File: src/rtl/frame_stream_pkg.sv
// Shared types and default geometry for the frame stream server and its counters.
package frame_stream_pkg;

  localparam int          DEF_FRAME_W     = 640;
  localparam int          DEF_FRAME_H     = 480;
  localparam int          DEF_PIX_W       = 8;
  localparam int          DEF_ADDR_W      = 19;
  localparam int          DEF_ENG_RST_CYC = 2;
  localparam int unsigned DEF_TIMEOUT     = 32'd400000;

  localparam int FRAME_PIXELS = DEF_FRAME_W * DEF_FRAME_H;

  typedef logic [DEF_PIX_W-1:0] pixel_t;

  typedef enum logic [2:0] {
    IDLE,
    ENG_RST,
    RUN,
    DRAIN,
    DONE
  } state_t;

endpackage

File: src/rtl/frame_addr_counter.sv
// Saturating pixel counter; the exposed address parks on the last pixel once
// the terminal count is reached so an overrunning reader never leaves the frame.
module frame_addr_counter
  import frame_stream_pkg::*;
#(
  parameter int           W   = 20,
  parameter logic [W-1:0] MAX = '1
) (
  input  logic         clk,
  input  logic         reset_n,
  input  logic         clr,
  input  logic         en,
  output logic [W-2:0] addr,
  output logic         tc
);

  localparam logic [W-2:0] LAST = (W-1)'(MAX - W'(1));

  logic [W-1:0] count_reg;
  logic [W-1:0] count_next;

  always_comb begin
    count_next = count_reg;
    if (clr) begin
      count_next = '0;
    end else if (en && !tc) begin
      count_next = count_reg + W'(1);
    end
  end

  always_ff @(posedge clk or negedge reset_n) begin
    if (!reset_n) begin
      count_reg <= '0;
    end else begin
      count_reg <= count_next;
    end
  end

  assign tc   = (count_reg == MAX);
  assign addr = tc ? LAST : count_reg[W-2:0];

endmodule

File: src/rtl/frame_stream_server.sv
// Memory-side responder for the 3x3 convolution engine: streams a source bank
// to the engine, stores its results into the opposite bank, one frame per start.
module frame_stream_server
  import frame_stream_pkg::*;
#(
  parameter int          FRAME_W     = DEF_FRAME_W,
  parameter int          FRAME_H     = DEF_FRAME_H,
  parameter int          PIX_W       = DEF_PIX_W,
  parameter int          ADDR_W      = DEF_ADDR_W,
  parameter int          ENG_RST_CYC = DEF_ENG_RST_CYC,
  parameter int unsigned TIMEOUT     = DEF_TIMEOUT
) (
  input  logic              clk,
  input  logic              reset_n,
  input  logic              start,
  input  logic              src_bank,
  output logic              busy,
  output logic              frame_done,
  output logic              error,
  output logic              conv_reset,
  input  logic              conv_read_request,
  input  logic              conv_write_request,
  input  logic              conv_finished,
  input  logic [PIX_W-1:0]  conv_pixel_o,
  output logic [PIX_W-1:0]  conv_pixel_i,
  output logic [ADDR_W:0]   mem_rd_addr,
  input  logic [PIX_W-1:0]  mem_rd_data,
  output logic [ADDR_W:0]   mem_wr_addr,
  output logic [PIX_W-1:0]  mem_wr_data,
  output logic              mem_wr_en
);

  localparam logic [ADDR_W:0] PIX_MAX  = (ADDR_W+1)'(FRAME_W * FRAME_H);
  localparam int              ENG_W    = (ENG_RST_CYC > 1) ? $clog2(ENG_RST_CYC) : 1;
  localparam logic [ENG_W-1:0] ENG_LAST = ENG_W'(ENG_RST_CYC - 1);

  state_t            state_reg;
  state_t            state_next;
  logic              src_reg;
  logic              error_reg;
  logic              rd_valid_reg;
  logic [31:0]       timer_reg;
  logic [ENG_W-1:0]  eng_cnt_reg;

  logic [ADDR_W-1:0] rd_addr;
  logic [ADDR_W-1:0] wr_addr;
  logic              rd_tc;
  logic              wr_tc;

  logic start_acc;
  logic in_active;
  logic rd_acc;
  logic wr_acc;
  logic timeout_hit;

  assign start_acc   = (state_reg == IDLE) && start;
  assign in_active   = (state_reg == RUN) || (state_reg == DRAIN);
  assign rd_acc      = conv_read_request && (state_reg == RUN);
  assign wr_acc      = conv_write_request && in_active;
  assign timeout_hit = in_active && (timer_reg == TIMEOUT - 32'd1);

  frame_addr_counter #(.W(ADDR_W + 1), .MAX(PIX_MAX)) u_rd_cnt (
    .clk     (clk),
    .reset_n (reset_n),
    .clr     (start_acc),
    .en      (rd_acc),
    .addr    (rd_addr),
    .tc      (rd_tc)
  );

  frame_addr_counter #(.W(ADDR_W + 1), .MAX(PIX_MAX)) u_wr_cnt (
    .clk     (clk),
    .reset_n (reset_n),
    .clr     (start_acc),
    .en      (wr_acc),
    .addr    (wr_addr),
    .tc      (wr_tc)
  );

  always_ff @(posedge clk or negedge reset_n) begin
    if (!reset_n) begin
      state_reg <= IDLE;
    end else begin
      state_reg <= state_next;
    end
  end

  always_comb begin
    state_next = state_reg;
    case (state_reg)
      IDLE:    if (start) state_next = ENG_RST;
      ENG_RST: if (eng_cnt_reg == ENG_LAST) state_next = RUN;
      RUN: begin
        if (timeout_hit) state_next = DONE;
        else if (wr_tc)  state_next = DRAIN;
      end
      DRAIN:   if (timeout_hit || conv_finished) state_next = DONE;
      DONE:    state_next = IDLE;
      default: state_next = IDLE;
    endcase
  end

  always_comb begin
    busy       = (state_reg != IDLE);
    frame_done = (state_reg == DONE);
    conv_reset = !in_active;
    mem_wr_en  = wr_acc && !wr_tc;
  end

  // Frame bookkeeping; a new start wipes the previous frame's error and counts.
  always_ff @(posedge clk or negedge reset_n) begin
    if (!reset_n) begin
      src_reg      <= 1'b0;
      error_reg    <= 1'b0;
      rd_valid_reg <= 1'b0;
      timer_reg    <= '0;
      eng_cnt_reg  <= '0;
    end else begin
      rd_valid_reg <= rd_acc;
      if (start_acc) begin
        src_reg     <= src_bank;
        error_reg   <= 1'b0;
        timer_reg   <= '0;
        eng_cnt_reg <= '0;
      end else begin
        if ((rd_acc && rd_tc) || (wr_acc && wr_tc) || timeout_hit) begin
          error_reg <= 1'b1;
        end
        if (in_active) begin
          timer_reg <= timer_reg + 32'd1;
        end
        if (state_reg == ENG_RST) begin
          eng_cnt_reg <= eng_cnt_reg + ENG_W'(1);
        end
      end
    end
  end

  assign error        = error_reg;
  assign mem_rd_addr  = {src_reg, rd_addr};
  assign mem_wr_addr  = {~src_reg, wr_addr};
  assign mem_wr_data  = conv_pixel_o;
  assign conv_pixel_i = rd_valid_reg ? mem_rd_data : '0;

endmodule
File: config.mk
export PLATFORM = sky130hd
export DESIGN_NAME = frame_stream_server
export DESIGN_NICKNAME = d
export VERILOG_FILES = /design/src/rtl/frame_stream_pkg.sv /design/src/rtl/frame_addr_counter.sv /design/src/rtl/frame_stream_server.sv
export SDC_FILE = /design/constraint.sdc
export NUM_CORES = 1
export LEC_CHECK = 0
export CAP_MARGIN = 0
export CORE_MARGIN = 10
export CORE_UTILIZATION = 42
export DETAILED_ROUTE_END_ITERATION = 10
export GPL_TIMING_DRIVEN = 0
export PLACE_DENSITY = 0.65
export SETUP_SLACK_MARGIN = 0.05
export SLEW_MARGIN = 20
export SYNTH_ARGS = -nofsm -noshare
export SYNTH_HDL_FRONTEND = slang
export SYNTH_HIERARCHICAL = 1
export SYNTH_SLANG_ARGS = --single-unit
File: constraint.sdc
create_clock -name clk -period 2.8 [get_ports clk]
set_input_delay 0.84 -clock clk [delete_from_list [all_inputs] [get_ports clk]]
set_output_delay 0.84 -clock clk [all_outputs]
set_load 0.05 [all_outputs]
# Yosys cells after proc, flatten, opt, wreduce, memory -nomap -nowiden

Index checks and enable logic that the tools add are counted.

Logic and storage cells: 66
Register bits: 79
Output and inout bits: 61
Input bits: 23

Equal/unequal tests: 11
Add/sub/neg operators: 4
Reduce and logical (&&, ||, !) cells: 23
Bitwise operators: 1
Mux-type cells: 19

Operator list:

| operator                                                                | number |
|---|---|
| 20-bit two-way mux                                                      | 4 |
| 32-bit two-way mux                                                      | 2 |
| 20-bit by 1-bit adder with 20-bit output, second input constant         | 2 |
| 20-bit by 19-bit equality test with 1-bit output, second input constant | 2 |
| 19-bit two-way mux                                                      | 2 |
| 32-bit by 1-bit adder with 32-bit output, second input constant         | 1 |
| 32-bit by 19-bit equality test with 1-bit output, second input constant | 1 |
| 3-bit two-way mux                                                       | 5 |
| 3-bit one-hot mux with 4 select lines                                   | 1 |
| 2-bit nonzero test                                                      | 5 |
| 1-bit logical AND                                                       | 8 |
| 8-bit two-way mux                                                       | 1 |
| 3-bit by 2-bit equality test with 1-bit output, second input constant   | 2 |
| 1-bit logical OR                                                        | 4 |
| 1-bit two-way mux                                                       | 4 |
| 2-bit inequality test, second input constant                            | 2 |
| 4-bit AND reduction                                                     | 1 |
| 3-bit by 1-bit equality test with 1-bit output, second input constant   | 1 |
| 3-bit equality test, second input constant                              | 1 |
| 1-bit zero test                                                         | 3 |
| 3-bit zero test                                                         | 1 |
| 3-bit by 2-bit inequality test with 1-bit output, second input constant | 1 |
| 3-bit nonzero test                                                      | 1 |
| 2-bit by 1-bit inequality test with 1-bit output, second input constant | 1 |
| other kinds (2)                                                         | 2 |

# Logic depth before layout (Yosys ltp)

Depth in word-level cells: 8
Depth in mapped cells: 10
Mapped depth without buffers: 7

# Modules after synthesis

Netlist, hierarchy kept.

Modules (own cells, without submodules):

| module                         | instances | sequential area each (µm²) | cells each | area an instance (µm²) |
|---|---|---|---|---|
| frame_stream_server            | 1         | 975.9                      | 248        | 2277.2 |
| frame_addr_counter at u_wr_cnt | 1         | 500.5                      | 152        | 1321.3 |
| frame_addr_counter at u_rd_cnt | 1         | 500.5                      | 144        | 1233.7 |

# Least setup slack after synthesis

Ideal clock, no wire load.

Kind: register to output
Start point: register u_rd_cnt.count_reg[5]
End point: output port mem_rd_addr[10]
Buffers on the path: 1
Arrival: 2.017 ns
Stages on the path, launching flop included: 6
Data required time: 1.960 ns
Setup slack: -0.057 ns
Cell sequence: dfrtp_1 -> or4_1 -> nor4_2 -> and2_1 -> buf_2 -> or2_1

Cells in the longest elaborated chain, start to end: 2

RTL lines:

| what                                             | line                      | source |
|---|---|---|
| from (decl)                                      | frame_addr_counter.sv:19  | `logic [W-1:0] count_reg;` |
| from (signal assigned)                           | frame_addr_counter.sv:35  | `count_reg <= count_next;` |
| 20-bit by 19-bit equality test with 1-bit output | frame_addr_counter.sv:39  | `assign tc = (count_reg == MAX);` |
| via rd_tc                                        | frame_stream_server.sv:47 | `logic rd_tc;` |
| 19-bit two-way mux                               | frame_addr_counter.sv:40  | `assign addr = tc ? LAST : count_reg[W-2:0];` |
| to (decl)                                        | frame_stream_server.sv:26 | `output logic [ADDR_W:0] mem_rd_addr,` |

The timed path passes the listed nets, and every way through them passes these cells.

# Final worst setup path

Start point: register u_rd_cnt.count_reg[5]
End point: output port mem_rd_addr[11]

Cells in the longest elaborated chain, start to end: 2

RTL lines:

| what                                             | line |
|---|---|
| 20-bit by 19-bit equality test with 1-bit output | frame_addr_counter.sv:39 |
| 19-bit two-way mux                               | frame_addr_counter.sv:40 |

No other way between the ends.

==> metrics.md <==
| Metric | Value |
|---|---|
| Buffers & Inverters on Critical Path | 2 |
| Synth area leaders | dfrtp_1, a21oi_1, nor2_1, nand2_1, or3_1 |
| Layout area overhead | 35.60% |
| Yosys reg bits | 79 |
| EDFF count, synth | 0 |
| Max Cap Viol | 0 |
| Post-DP Area | 0.005791 mm^2 |
| Reg-to-Reg End | u_rd_cnt/count_reg[19] |
| Routed metal-1 wirelength | 5749 um |
| Total grt overflow | 0 |
| Post-synth top cells | dfrtp_1, nor2_1, a21oi_1, nand2_1, clkbuf_1 |
| Fillcell total | 1021 |
| Antenna violations before repair | 0 |
| Max_slew headroom | 0.6240 |
| Share of cells above drive strength 1 | 0.2385 |
| Layout Utilization | 0.5788 |
| Post-DP HPWL | 9201 um |
| Netlist cell types | 50 |
| Slew Limit Fails | 0 |
| Routed Antenna Nets | 0 |
| Slew @ Worst Pin | 0.5640 ns |
| CTS clk-pin slew, worst paths | 0.06 ns |
| CP required | 1.96 ns |
| Crit path kind | reg2out |
| First-pass GRT wire length | 21400 um |
| Final Cell Area | 0.006553 mm^2 |
| CP most frequent cell | buf_6 |
| Synth Instances | 544 |
| Synth warn | 6 |
| Layout Cells excl Fill | 814 |
| Worst r2r src | state_reg[1] |
| Final GP Congestion | 0.8364 |
| Largest net degree at the start of global routing | 47 |
| WL final | 13260 um |
| Via count | 4489 |
| CORE AREA | 0.01132 mm^2 |
| Top-count cell post-synth | dfrtp_1 |
| Tot Pwr | 3765 uW |
| DR top layer | met4 |
| Die Span X | 127.3 um |
| Total negative slack | -2.422 ns |
| Routed met2 length | 6440 um |
| Yosys top cell area share | 0.4091 |
| CP Cell Sequence | or4_4 > nor4_4 > and2_4 > buf_6 > or2_1 > buf_6 |
| Vias per inst | 5.515 |
| CP Data Arrival Time | 2.12 ns |
| Clk_skew | 0.006074 ns |
| Post-Syn Area | 0.004832 mm^2 |
| CP top delay family | simple AND/OR/NAND/NOR gates |
| I/O pins | 84 |
| Setup violators final | 25 |
| # hold bufs at CTS | 0 |
| Clk root buf | clkbuf_16 |
| Vias in the first global route | 4385 |
| CTS tree | built |
| Die area | 0.01620 mm^2 |
| Worst setup margin | -0.1575 ns |
| Min-Delay Path Class | in2async |
| Routed wl met3 | 858 um |
| Final Cycle Share | 1.056 |
| RSZ-0062 raised after global routing | yes |
| Async set-reset flop share out of synthesis | 1.000 |
| Final hold viol count | 0 |
| Sequential cell area | 0.001989 mm^2 |
| GRT Total Usage | 0.1583 |
| Max Freq | 0.3381 GHz |
| Placed insts | 763 |
| Antenna Diode Count | 0 |
| WL/cell | 16.29 um |
| CTS buffer count | 9 |
| Reg2reg setup slack | 0.16 ns |
| Final net count | 694 |
| DR iter-0 viols | 318 |
| # rows | 39 |
| Reg2reg path depth | 10 |
| Worst skew pair latency | 0.34 ns |
| Initial DRT Pass Iterations | 4 |
| Failing checks | setup timing |
| Area leader, netlist | dfrtp_1 |
| Slowest cell on crit path | or4_4 |
| IO Port Bufs | 75 |
| Max reg flops | 32 |
| DRC viols | 0 |
| Initial Utilization | 0.4268 |
| CTS Buffer Depth | 2 |
| Die Y | 127.3 um |
| Clock sink count | 79 |
| Sequential share of the synthesized area | 0.4091 |
| Mapped Nets | 572 |
| Max H-tree Level | 3 |
| Syn_area_per_cell | 8.883 um^2 |
| Status | complete, but fails checks |
| CP Max Fanout | 5 |
| Setup crit start kind | flop |
| Largest stage delay, worst path | 0.56 ns |
| Final min period | 2.957 ns |
| Multi-input gate area | 0.002695 mm^2 |
| Peak supply drop | 0.4471 mV |
| Leakage | 0.002862 uW |
| Nature of the critical path endpoint | output port |
| Post-synth top flop | dfrtp_1 |
| Power Density | 574.6 mW/mm^2 |
## per-stage QoR
step	setup slack, ns	hold slack, ns
after floorplan	-0.05727	0.4647
after global placement	-2.087	0.4828
after detailed placement	-0.8764	0.4908
after CTS	-0.1433	0.4737
after global routing	-0.2050	0.5036
final	-0.1575	0.4618
## timing repair
item	4_1_cts	5_1_grt
pin swaps	11	7
setup buffers	22	11
gates cloned	1	1
endpoints found under the setup margin	68	61
gates resized for setup	266	30
## placed cells by master, fill, tap and decap left out, types with 5 or more instances in the layout
cell type | Yosys | layout
buf_4 | 11 | 42
inv_1 | 16 | 14
xor2_1 | 13 | 13
dfrtp_1 | 79 | 69
nor3_1 | 7 | 6
or2_4 | 0 | 8
and3_1 | 11 | 11
and2_1 | 13 | 11
nand4_1 | 21 | 21
a21oi_1 | 39 | 39
clkdlybuf4s50_1 | 0 | 36
buf_6 | 0 | 25
or4_1 | 12 | 9
xnor2_1 | 10 | 10
mux2i_1 | 9 | 9
clkbuf_1 | 24 | 23
dfrtp_2 | 0 | 10
clkbuf_2 | 0 | 7
buf_2 | 8 | 7
clkdlybuf4s15_2 | 0 | 5
clkbuf_16 | 0 | 9
or2_1 | 16 | 15
nand2b_1 | 10 | 10
mux2_1 | 7 | 7
buf_8 | 0 | 11
or3_1 | 22 | 22
nand2_1 | 37 | 37
nor2b_1 | 11 | 10
and4_1 | 13 | 12
o31ai_1 | 8 | 8
nor4_1 | 10 | 10
nand3_1 | 22 | 22
nor2_1 | 43 | 41
o21ai_0 | 22 | 22
## worst max-delay path by stage
| stage | from | to | slack, ns | depth (start not counted) |
|---|---|---|---|---|
| finish | u_rd_cnt/count_reg[5] | mem_rd_addr[11] | -0.16 | 6 |
| global placement | reset_n | u_wr_cnt/count_reg[17] | -2.09 | 1 |
| CTS | u_rd_cnt/count_reg[5] | mem_rd_addr[3] | -0.14 | 6 |
| floorplan | u_rd_cnt/count_reg[5] | mem_rd_addr[10] | -0.06 | 5 |
| detailed placement | start | u_wr_cnt/count_reg[5] | -0.88 | 9 |
| global route | u_rd_cnt/count_reg[5] | mem_rd_addr[10] | -0.20 | 6 |
## per-layer routing
layer | vias up | GRT usage
li1 | 2187 | -
met1 | 2170 | 0.1925
met2 | 117 | 0.2584
met3 | 15 | 0.04591
met4 | 0 | 0.06162
met5 | - | 0
## power by group
part	switching, uW	total (uW)	internal (uW)
sequential	76.2	1300	1230
clock	446	1050	601
combinational	868	1420	548
## logic make-up (layout without fill, tap and decap cells)
logic type | after synthesis | after routing | share of synthesized area
compound gates | 79 | 79 | 0.09374
simple gates | 280 | 280 | 0.3449
buf+inv | 60 | 187 | 0.05723
mux | 18 | 18 | 0.04039
fa+ha+maj | 5 | 5 | 0.01295
xor+xnor | 23 | 23 | 0.04169
flops | 79 | 79 | 0.4091
## final cells by class
class                   count  share of cell area
repair buffers            111              0.1692
plain buffers              44             0.04029
clock buffers              15             0.03781
clock inverters             1           0.0007638
flip-flops and latches     79              0.3036
well taps                 143             0.02731
multi-input cells         405              0.4113
inverters                  16            0.009738
No activity file was read; power rests on OpenSTA's default activity.
